$ cat config.mk
export PLATFORM = sky130hd
export DESIGN_NAME = pipelined_barrel_shifter
export DESIGN_NICKNAME = d
export VERILOG_FILES = /design/src/rtl/pipelined_barrel_shifter.sv
export SDC_FILE = /design/constraint.sdc
export NUM_CORES = 1
export LEC_CHECK = 0
export ABC_AREA = 1
export CORE_ASPECT_RATIO = 1.5
export CORE_MARGIN = 2
export CORE_UTILIZATION = 55
export DETAILED_ROUTE_END_ITERATION = 7
export DONT_BUFFER_PORTS = 1
export GPL_TIMING_DRIVEN = 0
export PLACE_DENSITY = 0.7
export SYNTH_ARGS = -nofsm -noshare
export SYNTH_HDL_FRONTEND = slang
export SYNTH_SLANG_ARGS = --single-unit
$ cat constraint.sdc
create_clock -name clk -period 3.4 [get_ports clk]
set_input_delay 0.68 -clock clk [delete_from_list [all_inputs] [get_ports clk]]
set_output_delay 0.68 -clock clk [all_outputs]
set_load 0.005 [all_outputs]
$ cat src/rtl/pipelined_barrel_shifter.sv
// Two-stage pipelined barrel shifter: SLL, SRL, SRA and ROR with a
// valid/ready stream on both sides and one operation per cycle.
//
// Ports:
//   clk, rst_n            clock, asynchronous active-low reset
//   in_valid / in_ready   input handshake
//   in_data, in_amt       operand and shift amount (0..WIDTH-1)
//   in_op                 00 SLL, 01 SRL, 10 SRA, 11 ROR
//   out_valid / out_ready output handshake
//   out_data, out_op      shifted result and the mode that produced it
//   out_zero              out_data == 0, registered alongside out_data
module pipelined_barrel_shifter #(
    parameter int WIDTH = 16,
    localparam int SHW = $clog2(WIDTH)
) (
    input  logic             clk,
    input  logic             rst_n,
    input  logic             in_valid,
    output logic             in_ready,
    input  logic [WIDTH-1:0] in_data,
    input  logic [SHW-1:0]   in_amt,
    input  logic [1:0]       in_op,
    output logic             out_valid,
    input  logic             out_ready,
    output logic [WIDTH-1:0] out_data,
    output logic [1:0]       out_op,
    output logic             out_zero
);

    // Stage A applies the upper amount bits, stage B the lower ones.
    localparam int LO = SHW / 2;
    localparam int HI = SHW - LO;

    localparam logic [1:0] OP_SLL = 2'b00;
    localparam logic [1:0] OP_SRL = 2'b01;
    localparam logic [1:0] OP_SRA = 2'b10;
    localparam logic [1:0] OP_ROR = 2'b11;

    logic             va;
    logic [WIDTH-1:0] data_a;
    logic [1:0]       op_a;
    logic             sign_a;
    logic [LO-1:0]    amt_lo_a;

    logic             vb;
    logic             en_a;
    logic             en_b;

    logic [SHW-1:0]   amt_hi;
    logic [SHW-1:0]   amt_lo;
    logic [WIDTH-1:0] shifted_a;
    logic [WIDTH-1:0] shifted_b;

    // One partial shift level group. For SRA the fill bit comes from the
    // original operand sign, which stage A carries forward explicitly.
    function automatic logic [WIDTH-1:0] shift_f(
        input logic [WIDTH-1:0] d,
        input logic [SHW-1:0]   amt,
        input logic [1:0]       op,
        input logic             sgn
    );
        logic [WIDTH-1:0] r;
        logic [WIDTH-1:0] fill;
        r    = '0;
        fill = ~({WIDTH{1'b1}} >> amt);
        unique case (op)
            OP_SLL: r = d << amt;
            OP_SRL: r = d >> amt;
            OP_SRA: r = (d >> amt) | (sgn ? fill : '0);
            OP_ROR: r = (d >> amt) | (d << (WIDTH - int'(amt)));
            default: r = d;
        endcase
        return r;
    endfunction

    always_comb begin
        amt_hi    = {in_amt[SHW-1:LO], {LO{1'b0}}};
        amt_lo    = {{HI{1'b0}}, amt_lo_a};
        shifted_a = shift_f(in_data, amt_hi, in_op, in_data[WIDTH-1]);
        shifted_b = shift_f(data_a, amt_lo, op_a, sign_a);
    end

    assign en_b      = !vb || out_ready;
    assign en_a      = !va || en_b;
    assign in_ready  = en_a;
    assign out_valid = vb;

    always_ff @(posedge clk or negedge rst_n) begin
        if (!rst_n) begin
            va       <= 1'b0;
            data_a   <= '0;
            op_a     <= OP_SLL;
            sign_a   <= 1'b0;
            amt_lo_a <= '0;
        end else if (en_a) begin
            va <= in_valid;
            if (in_valid) begin
                data_a   <= shifted_a;
                op_a     <= in_op;
                sign_a   <= in_data[WIDTH-1];
                amt_lo_a <= in_amt[LO-1:0];
            end
        end
    end

    always_ff @(posedge clk or negedge rst_n) begin
        if (!rst_n) begin
            vb       <= 1'b0;
            out_data <= '0;
            out_op   <= OP_SLL;
            out_zero <= 1'b1;
        end else if (en_b) begin
            vb <= va;
            if (va) begin
                out_data <= shifted_b;
                out_op   <= op_a;
                out_zero <= (shifted_b == '0);
            end
        end
    end

endmodule
# --- Word level (Yosys, flattened, before mapping) ---
# Index checks and enable logic that the tools add are counted.
totals:
  reg_bits: 42
  in_bits: 26
  out_inout_bits: 21
  elab_cells: 44
op_classes:
  add_sub_neg: 2
  n_eq_ne: 6
  shift: 8
  muxes: 4
  bitwise_logic: 6
  n_reduce_logical: 9
op_table:
  columns: ["operator", "n"]
  rows:
  - ["16-bit case mux with 4 select lines", 2]
  - ["16-bit bitwise OR", 4]
  - ["16-bit by 32-bit << shifter with 16-bit output", 2]
  - ["16-bit two-way mux", 2]
  - ["16-bit inverter", 2]
  - ["16-bit zero test", 1]
  - ["16-bit by 2-bit << shifter with 16-bit output", 1]
  - ["16-bit by 4-bit << shifter with 16-bit output", 1]
  - ["16-bit by 2-bit right shift with 16-bit output", 1]
  - ["16-bit by 2-bit right shift with 16-bit output (first input constant)", 1]
  - ["16-bit by 4-bit right shift with 16-bit output", 1]
  - ["16-bit by 4-bit right shift with 16-bit output (first input constant)", 1]
  - ["2-bit equality test (second input constant)", 4]
  - ["5-bit by 2-bit subtractor with 6-bit output (first input constant)", 1]
  - ["5-bit by 4-bit subtractor with 6-bit output (first input constant)", 1]
  - ["2-bit by 1-bit equality test with 1-bit output (second input constant)", 2]
  - ["2-bit zero test", 2]
  - ["2-bit AND reduction", 2]
  - ["1-bit zero test", 2]
  - ["1-bit logical OR", 2]

# --- Longest topological paths before layout ---
logic_depth:
  word_depth: 6
  depth_mapped: 14
  ltp_nobuf: 12

# --- Least setup slack after synthesis ---
# Ideal clock, no wire load.
synth_timing:
  path_type: "in2reg"
  start: "in in_amt[2]"
  end: "reg data_a[10]"
  setup_time_ns: 0.131
  arrival_time_ns: 1.909
  required_ns: 3.269
  setup_slack_ns: 1.360
  stages: 9
  n_path_buf: 2
  path_cell_list: "buf_2 -> inv_2 -> ha_1 -> clkbuf_1 -> o21ai_0 -> o211ai_1 -> nand2_1 -> a22oi_1 -> o21ai_1"
synth_via:
  elab_chain_len: 5
  elab_cells_between_ends: 10
  cone_classes: "add/sub: 1; shift: 4; mux: 2; bitwise: 3"
synth_lines:
  columns: ["element", "line_no", "source"]
  rows:
  - ["start: declaration", "21", "input logic [SHW-1:0] in_amt,"]
  - ["branches (longest 4 deep; another with 5-bit by 4-bit subtractor with 6-bit output)", null, null]
  - ["16-bit case mux with 4 select lines *", "66", "unique case (op)"]
  - ["end signal: assignment", "98", "data_a <= shifted_a;"]
  - ["end: declaration", "40", "logic [WIDTH-1:0] data_a;"]
# Every way passes the cells marked *.
# A chain may end at the register's enable or synchronous reset.

# --- Final worst setup path ---
layout_timing:
  start: "in in_amt[2]"
  end: "reg data_a[11]"
# The elaborated chain is that of the path after synthesis.

==> results.yml <==
timing:
  period_needed_ns: 2.07
  hold_violations: 0
  finalWorstSetupSlack_ns: 1.33
  rsz0062_at_grt: "false"
  max-slew-margin-rel: 0.549
  max_freq_mhz: 483
  setup_viol: 0
  fin_skew_ns: 0.00993
  maxSlewViolCount: 0
  tns_ns: 0
  tightest_slew_ns: 0.675
  finalCritPeriodShare: 0.609
die:
  rows: 34
  die_x_um: 67.8
  pin_count: 47
  dieArea_um2: 6760
  start_util: 0.572
  core_um2: 5870
  fp.dieH_um: 99.7
final_layout:
  stdcell_area_um2: 3540
  drive_gt1_frac: 0.105
  finish.utilization: 0.603
  syn2layout_area_growth_pct: 5.40
  final_cell_mix: "nand2_1, nand3_1, nor2_1, o21ai_0, dfrtp_1"
  mostFrequentLayoutCell: "nand2_1"
  fin_nets: 552
  antenna_cells: 0
worst_setup_path:
  crit_chain: "buf_2 > inv_2 > ha_1 > clkbuf_1 > o21ai_0 > o211ai_1 > nand2_1 > a22oi_1 > o21ai_1"
  crit_type: "primary input to register"
  endpoint_kind: "register"
  cp_num_buf_inv: 3
  reg2reg_depth: 14
  critPathArrivalTime_ns: 2.24
  cp_slowest_cell: "ha_1"
  cp_top_family: "buffers and inverters"
  cp_num_cells: 9
  cp_slowest_stage_delay_ns: 0.36
  crit_fanout: 10
  cp.required_ns: 3.57
  cp-start-kind: "primary input"
cts:
  cts_root_buffer: "clkbuf_8"
  clk_pin_slew_ns: 0.08
  cts_setup_buffers: 0
  cts_resized: 0
  htree_levels: 2
  cts_tree: "done"
  clk_latency_ns: 0.31
  cts_num_sinks: 42
  cts_hold_buf: 0
  clockBufferDepth: 2
  cts-buffers-inserted: 5
drt:
  vias: 3504
  viasPerCell: 5.90
  antenna_left: 0
  drtIter0Drc: 223
  post-route-drc-count: 1
  drt_wl_total_um: 9990
  firstDrtPassIters: 7
  routedWlPerCell_um: 16.8
place:
  dpl-instance-area_um2: 3450
  pre_cts_slack_ns: 1.04
  gp_congestion: 0.986
  portBuffers: 0
  dp_hpwl_um: 8020
yosys:
  synth_area_per_cell_um2: 6.53
  synth_area_um2: 3360
  ys.warnings.count: 0
  yosysSeqAreaShare: 0.313
  syn-num-nets: 545
  ys_seq_elements: 42
  synthCells: 514
  synthDistinctLibCells: 37
power:
  swShare: 0.421
  clkPwrFrac: 0.183
  power.internal_w: 0.00107
  p_leak_nw: 1.71
  comb_power_share: 0.407
  irDropWorstVdd_v: 0.000168
  finalPower_w: 0.00184
  power_switching_w: 0.000775
  power_density_nw_per_um2: 520
  seqPwrFrac: 0.410
global_routing:
  track_usage: 0.317
  grt_first_pass_wirelength_um: 16500
  grt_pass1_vias: 3519
  overflow: 0
  antenna_found_initial: 0
  grt_max_degree: 43
job:
  maxCapViolations: 0
outcome:
  violations: "DRC"
  outcome: "finished, violations left"
min_path:
  hold_path.class: "primary input to async pin"
path summary, 6_finish.rpt:
check	end	from	slack, ns
setup / recovery	data_a[11]	in_amt[2]	1.33
hold / removal	out_op[0]	rst_n	0.06
setup reg to reg	out_zero	amt_lo_a[1]	1.47
hold reg to reg	out_zero	out_zero	0.50
max in group asynchronous	out_zero	rst_n	3.17
min in group clk	out_zero	out_zero	0.50
logic make-up (layout without fill, tap and decap cells):
group | after synthesis | count (layout) | share of synthesized area
compound gates | 114 | 114 | 0.198
flops | 42 | 42 | 0.313
simple gates | 291 | 291 | 0.382
buf+inv | 62 | 70 | 0.0879
fa+ha+maj | 5 | 5 | 0.0186
cells in the mapped netlist (all sizes together):
cell type  instances  share of area
nand2            149           0.17
nand3             80           0.13
nor2              57          0.073
o21ai             56          0.083
dfrtp             41           0.31
inv               37          0.042
buf               18          0.038
a21oi             17          0.026
a31oi             12          0.022
a22oi              8          0.018
clkbuf             7         0.0078
o211ai             7          0.016
ha                 5          0.019
a21boi             3         0.0067
a211oi             2         0.0045
a221oi             2         0.0052
o21a               2         0.0045
o21bai             2         0.0045
or2                2         0.0037
and2               1         0.0019
dfstp              1         0.0078
nand4              1         0.0019
nor3               1         0.0015
o221ai             1         0.0026
o22ai              1         0.0019
o31ai              1         0.0022
sequential cells by signal (all words and copies together), names as in the netlist:
signal,flops
data_a,16
out_data,16
amt_lo_a,2
op_a,2
out_op,2
out_valid,1
out_zero,1
sign_a,1
va,1
through the flow:
stage	std cells	hold slack, ns
6_report	594	0.0557
5_1_grt	594	0.0521
4_1_cts	594	0.0616
3_5_place_dp	586	0.386
3_3_place_gp	586	0.385
2_1_floorplan	514	0.384
metal layers:
| layer | part of all wire | global-route usage | vias up |
|---|---|---|---|
| met2 | 0.54 | 0.594 | 137 |
| li1 | - | - | 1750 |
| met4 | 0.049 | 0.175 | 0 |
| met3 | 0.038 | 0.0339 | 41 |
| met1 | 0.37 | 0.326 | 1576 |
| met5 | 0 | 0 | - |
power groups by stage:
stage                     registers [W]  clock network (W)  logic (W)
after floorplan                0.000732                  0   0.000585
after global placement         0.000760                  0   0.000732
after detailed placement       0.000768                  0   0.000739
after CTS                      0.000758           0.000336   0.000742
after global routing           0.000781           0.000364   0.000844
final                          0.000755           0.000336   0.000750
layout make-up:
| type | instances | area [um^2] |
|---|---|---|
| buffer | 25 | 154 |
| clock buffer | 7 | 86.3 |
| inverter | 37 | 141 |
| multi-input combinational | 410 | 2010 |
| sequential | 42 | 1050 |
| clock inverter | 1 | 5.00 |
| tap | 72 | 90.1 |
| fill | 578 | 2330 |
No activity file was read; power rests on OpenSTA's default activity.
